--- config.mk ---
export PLATFORM = sky130hd
export DESIGN_NAME = lfsr_rng_arbiter
export DESIGN_NICKNAME = d
export VERILOG_FILES = /design/src/rtl/lfsr_rng_arbiter.sv
export SDC_FILE = /design/constraint.sdc
export NUM_CORES = 1
export LEC_CHECK = 0
export ABC_AREA = 1
export BUFFER_PORTS_ARGS = -buffer_cell sky130_fd_sc_hd__buf_4
export CAP_MARGIN = 15
export CORE_MARGIN = 2
export CORE_UTILIZATION = 50
export DETAILED_ROUTE_END_ITERATION = 16
export GPL_TIMING_DRIVEN = 0
export HOLD_SLACK_MARGIN = 0.05
export PLACE_DENSITY_LB_ADDON = 0.12
export SYNTH_ARGS = -nofsm -noshare
export SYNTH_HDL_FRONTEND = slang
export SYNTH_SLANG_ARGS = --single-unit
export TNS_END_PERCENT = 1
--- constraint.sdc ---
create_clock -name clk -period 4.11 [get_ports clk]
set_clock_uncertainty 0.05 [all_clocks]
set_input_delay 0.822 -clock clk [delete_from_list [all_inputs] [get_ports clk]]
set_output_delay 0.822 -clock clk [all_outputs]
set_load 0.01 [all_outputs]
--- src/rtl/lfsr_rng_arbiter.sv ---
// lfsr_rng_arbiter: one shared 8-bit Fibonacci LFSR (taps 7,5,4,3), round-robin
// arbitrated among NUM_REQ requesters. Each winner receives one number uniform
// in [0, range-1], drawn by masked rejection sampling with a bounded fallback.
// Ports:
//   clk, reset_n        clock, synchronous active-low reset
//   req[NUM_REQ]        level requests, held until gnt
//   req_range           per-requester range, [i*WIDTH +: WIDTH]; 0 = full range
//   gnt, rnd_valid      one-cycle grant pulse and matching result strobe
//   rnd_out             result, held until the next rnd_valid
//   busy                high while a draw is in flight (DRAW/DONE)
//   lfsr_state          current LFSR register
// Optional: define RNG_ARB_RESEED_EN to add seed_load/seed_value for reseeding.
module lfsr_rng_arbiter #(
   parameter int unsigned       NUM_REQ   = 4,
   parameter int unsigned       WIDTH     = 8,
   parameter logic [WIDTH-1:0]  SEED      = WIDTH'(8'h01),
   parameter int unsigned       MAX_TRIES = 16
) (
   input  logic                     clk,
   input  logic                     reset_n,
   input  logic [NUM_REQ-1:0]       req,
   input  logic [NUM_REQ*WIDTH-1:0] req_range,
`ifdef RNG_ARB_RESEED_EN
   input  logic                     seed_load,
   input  logic [WIDTH-1:0]         seed_value,
`endif
   output logic [NUM_REQ-1:0]       gnt,
   output logic                     rnd_valid,
   output logic [WIDTH-1:0]         rnd_out,
   output logic                     busy,
   output logic [WIDTH-1:0]         lfsr_state
);

   localparam int unsigned PW = (NUM_REQ > 1) ? $clog2(NUM_REQ) : 1;
   localparam int unsigned TW = (MAX_TRIES > 1) ? $clog2(MAX_TRIES) : 1;

   typedef enum logic [1:0] {
      IDLE = 2'd0,
      DRAW = 2'd1,
      DONE = 2'd2
   } state_t;

   state_t             state_q, state_d;
   logic [WIDTH-1:0]   lfsr_q, lfsr_d;
   logic [PW-1:0]      rr_q, rr_d;
   logic [PW-1:0]      win_q, win_d;
   logic [WIDTH-1:0]   rng_q, rng_d;
   logic [TW-1:0]      tries_q, tries_d;
   logic [WIDTH-1:0]   out_q, out_d;
   logic [NUM_REQ-1:0] gnt_q, gnt_d;
   logic               vld_q, vld_d;
   logic               busy_q, busy_d;

   logic [WIDTH-1:0]   rng_arr [NUM_REQ];
   logic [PW-1:0]      pick;
   logic               found;
   logic [WIDTH-1:0]   mask;
   logic [WIDTH-1:0]   cand;
   logic               fb;

   always_comb begin
      for (int i = 0; i < int'(NUM_REQ); i++) begin
         rng_arr[i] = req_range[i*WIDTH +: WIDTH];
      end
   end

   // First set request at or after the round-robin pointer, wrapping.
   always_comb begin
      found = 1'b0;
      pick  = '0;
      for (int k = 0; k < int'(NUM_REQ); k++) begin
         int unsigned j;
         j = (int'(rr_q) + k) % NUM_REQ;
         if (!found && req[PW'(j)]) begin
            found = 1'b1;
            pick  = PW'(j);
         end
      end
   end

   // Smear (rng-1) rightwards: smallest 2^k-1 covering rng-1.
   // rng=0 wraps to all ones, rng=1 gives 0.
   always_comb begin
      mask = rng_q - WIDTH'(1);
      for (int s = 1; s < int'(WIDTH); s = s * 2) begin
         mask = mask | (mask >> s);
      end
   end

   assign cand = lfsr_q & mask;
   assign fb   = lfsr_q[7] ^ lfsr_q[5] ^ lfsr_q[4] ^ lfsr_q[3];

   always_comb begin
      lfsr_d = {lfsr_q[WIDTH-2:0], fb};
`ifdef RNG_ARB_RESEED_EN
      if (seed_load) begin
         lfsr_d = (seed_value == '0) ? SEED : seed_value;
      end
`endif
   end

   always_comb begin
      state_d = state_q;
      rr_d    = rr_q;
      win_d   = win_q;
      rng_d   = rng_q;
      tries_d = tries_q;
      out_d   = out_q;
      unique case (state_q)
         IDLE: begin
            if (found) begin
               win_d   = pick;
               rng_d   = rng_arr[pick];
               tries_d = '0;
               state_d = DRAW;
            end
         end
         DRAW: begin
            if (!req[win_q]) begin
               state_d = IDLE;
            end else if (rng_q == '0 || cand < rng_q) begin
               out_d   = cand;
               state_d = DONE;
            end else if (tries_q == TW'(MAX_TRIES - 1)) begin
               // mask < 2*rng, so one subtraction lands below rng
               out_d   = cand - rng_q;
               state_d = DONE;
            end else begin
               tries_d = tries_q + TW'(1);
            end
         end
         DONE: begin
            rr_d    = (win_q == PW'(NUM_REQ - 1)) ? '0 : win_q + PW'(1);
            state_d = IDLE;
         end
         default: state_d = IDLE;
      endcase
      // Outputs are registered from the next state so they line up with it.
      gnt_d  = (state_d == DONE) ? (NUM_REQ'(1) << win_d) : '0;
      vld_d  = (state_d == DONE);
      busy_d = (state_d != IDLE);
   end

   always_ff @(posedge clk) begin
      if (!reset_n) begin
         state_q <= IDLE;
         lfsr_q  <= SEED;
         rr_q    <= '0;
         win_q   <= '0;
         rng_q   <= '0;
         tries_q <= '0;
         out_q   <= '0;
         gnt_q   <= '0;
         vld_q   <= 1'b0;
         busy_q  <= 1'b0;
      end else begin
         state_q <= state_d;
         lfsr_q  <= lfsr_d;
         rr_q    <= rr_d;
         win_q   <= win_d;
         rng_q   <= rng_d;
         tries_q <= tries_d;
         out_q   <= out_d;
         gnt_q   <= gnt_d;
         vld_q   <= vld_d;
         busy_q  <= busy_d;
      end
   end

   assign gnt        = gnt_q;
   assign rnd_valid  = vld_q;
   assign rnd_out    = out_q;
   assign busy       = busy_q;
   assign lfsr_state = lfsr_q;

endmodule

[After elaboration in Yosys (flattened, before gate mapping)]
Cells that the tools add are included.
Operators by class
  $add $sub $neg: 7
  magnitude comparators: 7
  equality and inequality tests: 9
  shift-type cells: 1
  multiplexer cells: 36
  bitwise operators: 8
  reduce and logical (&&, ||, !) cells: 16
Operators with widths (number)
  $mux 8: 4
  $mux 2: 11
  $bmux 8 s2: 1
  $mux 4: 4
  $lt 2x3->1 const B: 5
  $bmux 1 s2: 5
  $mux 1: 9
  $and 8x8->8: 1
  $logic_not 8->1: 1
  $lt 8x8->1: 1
  $ne 2x2->1 const B: 4
  $or 8x4->8: 1
  $or 8x6->8: 1
  $or 8x7->8: 1
  $pmux 4 s2: 1
  $sub 8x1->8 const B: 1
  $sub 8x8->8: 1
  $eq 2x2->1 const B: 3
  $reduce_bool 2->1: 3
  $reduce_and 5->1: 1
  $add 2x1->2 const B: 2
  $add 2x2->2 const B: 2
  $add 4x1->4 const B: 1
  $eq 4x4->1 const B: 1
  other kinds (12): 19
Word-level totals
  flip-flop bits (word level): 40
  bits of input ports: 38
  output and inout port bits: 22
  logic and storage cells: 94

[Depth between registers and ports, before layout]
  depth after elaboration: 16
  gate-level depth with buffers: 25
  mapped depth without buffers: 25

[Worst setup path before layout]
No wires, ideal clock.
  path kind: register -> register
  start: register rng_q[1]
  end: register out_q[7], in the netlist rnd_out[7]
  setup time: 111 ps
  data arrival time: 2726 ps
  required time: 3949 ps
  slack: 1223 ps
  stages on the path, launching flop included: 24
  path buffers: 0
  period minus slack after synthesis: 2887 ps
  cells stage by stage: dfxtp_1 -> inv_1 -> ha_1 -> nand3_1 -> nand2_1 -> nand2_1 -> nor2_1 -> nand4_1 -> o21ai_0 -> ha_1 -> fa_1 -> inv_1 -> nand2_1 -> nand3_1 -> nand2_1 -> nand2_1 -> nand2_1 -> nand2_2 -> nand3_1 -> nand2_2 -> inv_2 -> nand2_1 -> nor2_1 -> nor2_1
Between the ends
  longest elaborated chain between the ends: 9
  elaborated cells between the ends (all ways): 13
  classes of those cells: add/sub: 2; order compare: 1; mux: 2; bitwise: 4; reduce/logical: 4
Ends and longest elaborated chain
  start, declared: line 47  | logic [WIDTH-1:0] rng_q, rng_d;
  start signal, assigned: line 161  | rng_q <= rng_d;
  $sub 8x1->8: line 84  | mask = rng_q - WIDTH'(1);
  $or 8x7->8: line 86  | mask = mask | (mask >> s);
  $or 8x6->8: line 86
  $or 8x4->8: line 86
  $and 8x8->8: line 90  | assign cand = lfsr_q & mask;
  $lt 8x8->1: line 121  | end else if (rng_q == '0 || cand < rng_q) begin
  $logic_or 1x1->1: line 121
  $reduce_bool 2->1 (no source line)
  $reduce_and 3->1 (no source line)
  end signal, assigned: line 163  | out_q <= out_d;
  end, declared: line 49  | logic [WIDTH-1:0] out_q, out_d;
Parallel ways exist; a longest one is shown, timed or not. The select of a mux whose other input is x is not followed.
A chain may end at the register's enable or synchronous reset.

[Final worst setup path]
Same ends and word-level chain as after synthesis.

==> out/qor_table.md <==
| Result | This run | Unit |
|:---|:---|:---|
| Outcome | complete, no violations | - |
| Core area | 5540 | sq um |
| Post-layout nets | 584 | - |
| CTS Buf Count | 5 | - |
| Length in cells of the worst reg-to-reg path | 23 | - |
| Detail-routed net length per standard cell | 10.9 | um |
| TritonCTS clock tree | yes | - |
| Global Route Usage Sum | 0.234 | - |
| Post-detailed-placement half-perimeter wirelength | 5360 | um |
| Pin count of the biggest net entering global routing | 14 | - |
| Clock edge transition at the registers on the reported setup and hold paths | 0.08 | ns |
| Worst slack at placement | 0.610 | ns |
| Post-synth ARST share | 0 | - |
| Hold path endpoint | lfsr_state[2]$_SDFF_PN0_ | - |
| Number of instances in the synthesized netlist | 467 | - |
| Area contributors post-synth | sky130_fd_sc_hd__dfxtp_1, sky130_fd_sc_hd__nand2_1, sky130_fd_sc_hd__inv_1, sky130_fd_sc_hd__nor2_1, sky130_fd_sc_hd__ha_1 | - |
| Count of cells resized by post-cts repair | 0 | - |
| Vias per inst | 4.94 | - |
| Post-CTS Setup Bufs | 0 | - |
| Xor/xnor share of the synthesized area | 0.0334 | - |
| Final GP Congestion | 0.896 | - |
| Sequential share of the synthesized area | 0.277 | - |
| Fin crit period | 3.57 | ns |
| Area grow syn2layout | 21.8 | % |
| Kind of path behind the tightest hold check | flop to flop | - |
| Worst setup path class | flop to flop | - |
| Post-Route Hold Slack | 0.391 | ns |
| DRT Pass-1 Iters | 4 | - |
| IO Port Bufs | 59 | - |
| Cell Area, Synth | 2890 | sq um |
| Root buffer selected by CTS | sky130_fd_sc_hd__clkbuf_8 | - |
| Worst hold path stage count | 2 | - |
| DP Cell Count | 598 | - |
| Largest family of logic cells by synthesized area | simple AND/OR/NAND/NOR gates | - |
| Flop and latch count out of synthesis | 40 | - |
| Hold-fix buffers at CTS | 0 | - |
| Die span in x | 80.0 | um |
| Clk sink count | 40 | - |
| Post-route insts no fill | 606 | - |
| Crit. End Element | flop | - |
| Area share of the largest cell type after synthesis | 0.277 | - |
| Vias after detailed routing | 2993 | - |
| Commonest register cell after synthesis | sky130_fd_sc_hd__dfxtp_1 | - |
| Leakage power figure | 1.87 | nW |
| RSZ-0062 raised after global routing | no | - |
| Final count of pins violating max slew | 0 | - |
| Die boundary height | 80.0 | um |
| Maximum clock frequency | 280 | MHz |
| Die area | 6400 | sq um |
| Clock latency at the later pin of the worst-skew pair | 0.30 | ns |
| Register-to-register setup slack | 0.54 | ns |
| EDFF count, synth | 0 | - |
| Std-Cell Rows | 27 | - |
| Biggest area consumer among synthesized cells | sky130_fd_sc_hd__dfxtp_1 | - |
| Adder-cell share of the synthesized area | 0.0590 | - |
| Largest buffer count on any clock path | 2 | - |
| Starting DRT DRC Count | 104 | - |
| Routed Antenna Nets | 0 | - |
| Worst slew pin tran | 0.496 | ns |
| Drt drc | 0 | - |
| Ratio of total power to cell area | 641 | nW/um^2 |
| Origin of the worst min-delay path | lfsr_state[1]$_SDFF_PN0_ | - |
| Warnings from Yosys | 0 | - |
| Post-synthesis cell type count | 32 | - |
| First-pass GRT wire length | 12100 | um |
| Terminus of the critical flop-to-flop path | rnd_out[7]$_SDFFE_PN0P_ | - |
| Util after Layout | 0.635 | - |
| Diodes inserted | 0 | - |
| Fillers | 572 | - |
| Final worst-path cycle share | 0.869 | - |
| Crit path arrival time | 3.73 | ns |
| Post-synthesis net count | 518 | - |
| Via count of the first global-routing pass | 2902 | - |
| Mux cell area share after synthesis | 0 | - |
| Startpoint of the worst-slack reg-to-reg timing path | rng_q[1]$_SDFFE_PN0P_ | - |
| Worst voltage drop across the vdd grid | 0.000324 | V |
| CTS H-tree depth | 2 | - |
| Basic-gate share of the synthesized area counting and, or, nand and nor cells | 0.429 | - |
| Hold Violations, Final | 0 | - |
| Number of antenna violations at the first check in global routing | 0 | - |
| Starting density of the core | 0.521 | - |
| Slew margin rel. | 0.670 | - |
| Total negative slack for setup checks | 0 | ns |
| Multi-input gate area | 1760 | sq um |
| Register cell area after layout | 801 | sq um |
| PnR worst setup slack | 0.540 | ns |
| Wirelength, routed | 6630 | um |
| Setup-violating endpoint count in the final report | 0 | - |
| # IOs | 60 | - |
| Proportion of layout cells with a drive suffix above 1 | 0.206 | - |
| Startpoint kind of the worst setup timing path | flop | - |
| Avg Synthesized Cell Area | 6.18 | sq um |
| Compound-cell area share of the yosys netlist | 0.0876 | - |
| Overflow after GRT | 0 | - |
| Count of max-cap constraint violations | 0 | - |
| Critical path peak fanout | 10 | - |
| Endpoint required time on the critical path | 4.27 | ns |
[cell usage after synthesis (all sizes together), types with 3 or more instances]
cell type	count
a31oi	3
nand3b	5
nor3	3
dfxtp	40
nand4	8
inv	73
buf	5
or2	3
nor2	69
clkbuf	3
nand3	31
o21ai	13
a21oi	24
nand2	159
xor2	10
ha	12
[stage by stage]
step	area (sq um)	power [mW]
floorplan	2890	1.64
global placement	3420	1.94
detailed placement	3420	1.98
CTS	3520	2.26
global route	3520	2.52
finish	3520	2.25
[how the worst max path moves through the flow]
| stage | slack, ns | end | start | cells after the start |
|---|---|---|---|---|
| 4_1_cts | 0.59 | rnd_out[7]$_SDFFE_PN0P_ | rng_q[1]$_SDFFE_PN0P_ | 23 |
| 6_report | 0.54 | rnd_out[7]$_SDFFE_PN0P_ | rng_q[1]$_SDFFE_PN0P_ | 23 |
| 5_1_grt | 0.13 | rnd_out[7]$_SDFFE_PN0P_ | rng_q[1]$_SDFFE_PN0P_ | 23 |
| 3_5_place_dp | 0.61 | rnd_out[7]$_SDFFE_PN0P_ | rng_q[1]$_SDFFE_PN0P_ | 23 |
| 3_3_place_gp | 0.69 | rnd_out[7]$_SDFFE_PN0P_ | rng_q[1]$_SDFFE_PN0P_ | 23 |
| 2_1_floorplan | 1.22 | rnd_out[7]$_SDFFE_PN0P_ | rng_q[1]$_SDFFE_PN0P_ | 23 |
[power breakdown]
| group | internal, mW | total (mW) | switching (mW) |
|---|---|---|---|
| Sequential | 0.485 | 0.566 | 0.0814 |
| Combinational | 0.520 | 1.41 | 0.889 |
| Clock | 0.136 | 0.280 | 0.144 |
| Total | 1.14 | 2.25 | 1.11 |
[logic make-up (layout without fill, tap and decap cells)]
logic type | after synthesis | after routing
buffers and inverters | 81 | 148
DFF | 40 | 40
and+or+nand+nor | 278 | 278
adders and majority gates | 13 | 13
xor gates and xnor gates | 11 | 11
AOI/OAI and AO/OA | 44 | 44
[per-layer routing]
metal | share of wire | global-route usage
met5 | 0 | 0
met4 | 0.018 | 0.0847
met3 | 0.054 | 0.0373
met2 | 0.47 | 0.398
met1 | 0.46 | 0.297
[registers in the layout (all words and copies together) (netlist names)]
| name | flops |
|---|---|
| rng_q | 8 |
| lfsr_state | 8 |
| rnd_valid | 1 |
| win_q | 2 |
| busy | 1 |
| state_q | 2 |
| rnd_out | 8 |
| tries_q | 4 |
| rr_q | 2 |
| gnt | 4 |
[cells in the final DEF, fill, tap and decap left out, drive strengths merged, types with 3 or more instances in the layout]
cell type,count
nand2,159
inv,73
nor2,69
buf,64
dfxtp,40
nand3,31
a21oi,24
o21ai,13
ha,12
xor2,10
clkbuf,9
nand4,8
nand3b,5
a31oi,3
or2,3
nor3,3
[layout make-up]
class	count	area share
Sequential cell	40	0.228
Clock inverter	2	0.00427
Tap cell	72	0.0256
Timing Repair Buffer	59	0.126
Clock buffer	6	0.0235
Multi-Input combinational cell	346	0.499
Inverter	73	0.0779
Buffer	8	0.0157
[worst max-delay path, stage by stage, from the launching register on]
cell and delay, ns:
sky130_fd_sc_hd__dfxtp_1 0.36, sky130_fd_sc_hd__inv_1 0.20, sky130_fd_sc_hd__ha_1 0.30, sky130_fd_sc_hd__nand3_1 0.10
sky130_fd_sc_hd__nand2_1 0.10, sky130_fd_sc_hd__nand2_1 0.05, sky130_fd_sc_hd__nor2_1 0.21, sky130_fd_sc_hd__nand4_1 0.14
sky130_fd_sc_hd__o21ai_0 0.33, sky130_fd_sc_hd__ha_1 0.26, sky130_fd_sc_hd__fa_1 0.21, sky130_fd_sc_hd__inv_1 0.06
sky130_fd_sc_hd__nand2_1 0.08, sky130_fd_sc_hd__nand3_1 0.07, sky130_fd_sc_hd__nand2_1 0.08, sky130_fd_sc_hd__nand2_1 0.05
sky130_fd_sc_hd__nand2_1 0.07, sky130_fd_sc_hd__nand2_2 0.08, sky130_fd_sc_hd__nand3_1 0.08, sky130_fd_sc_hd__nand2_2 0.17
sky130_fd_sc_hd__inv_2 0.18, sky130_fd_sc_hd__nand2_1 0.07, sky130_fd_sc_hd__nor2_1 0.10, sky130_fd_sc_hd__nor2_1 0.04
No activity file was read; power rests on OpenSTA's default activity.
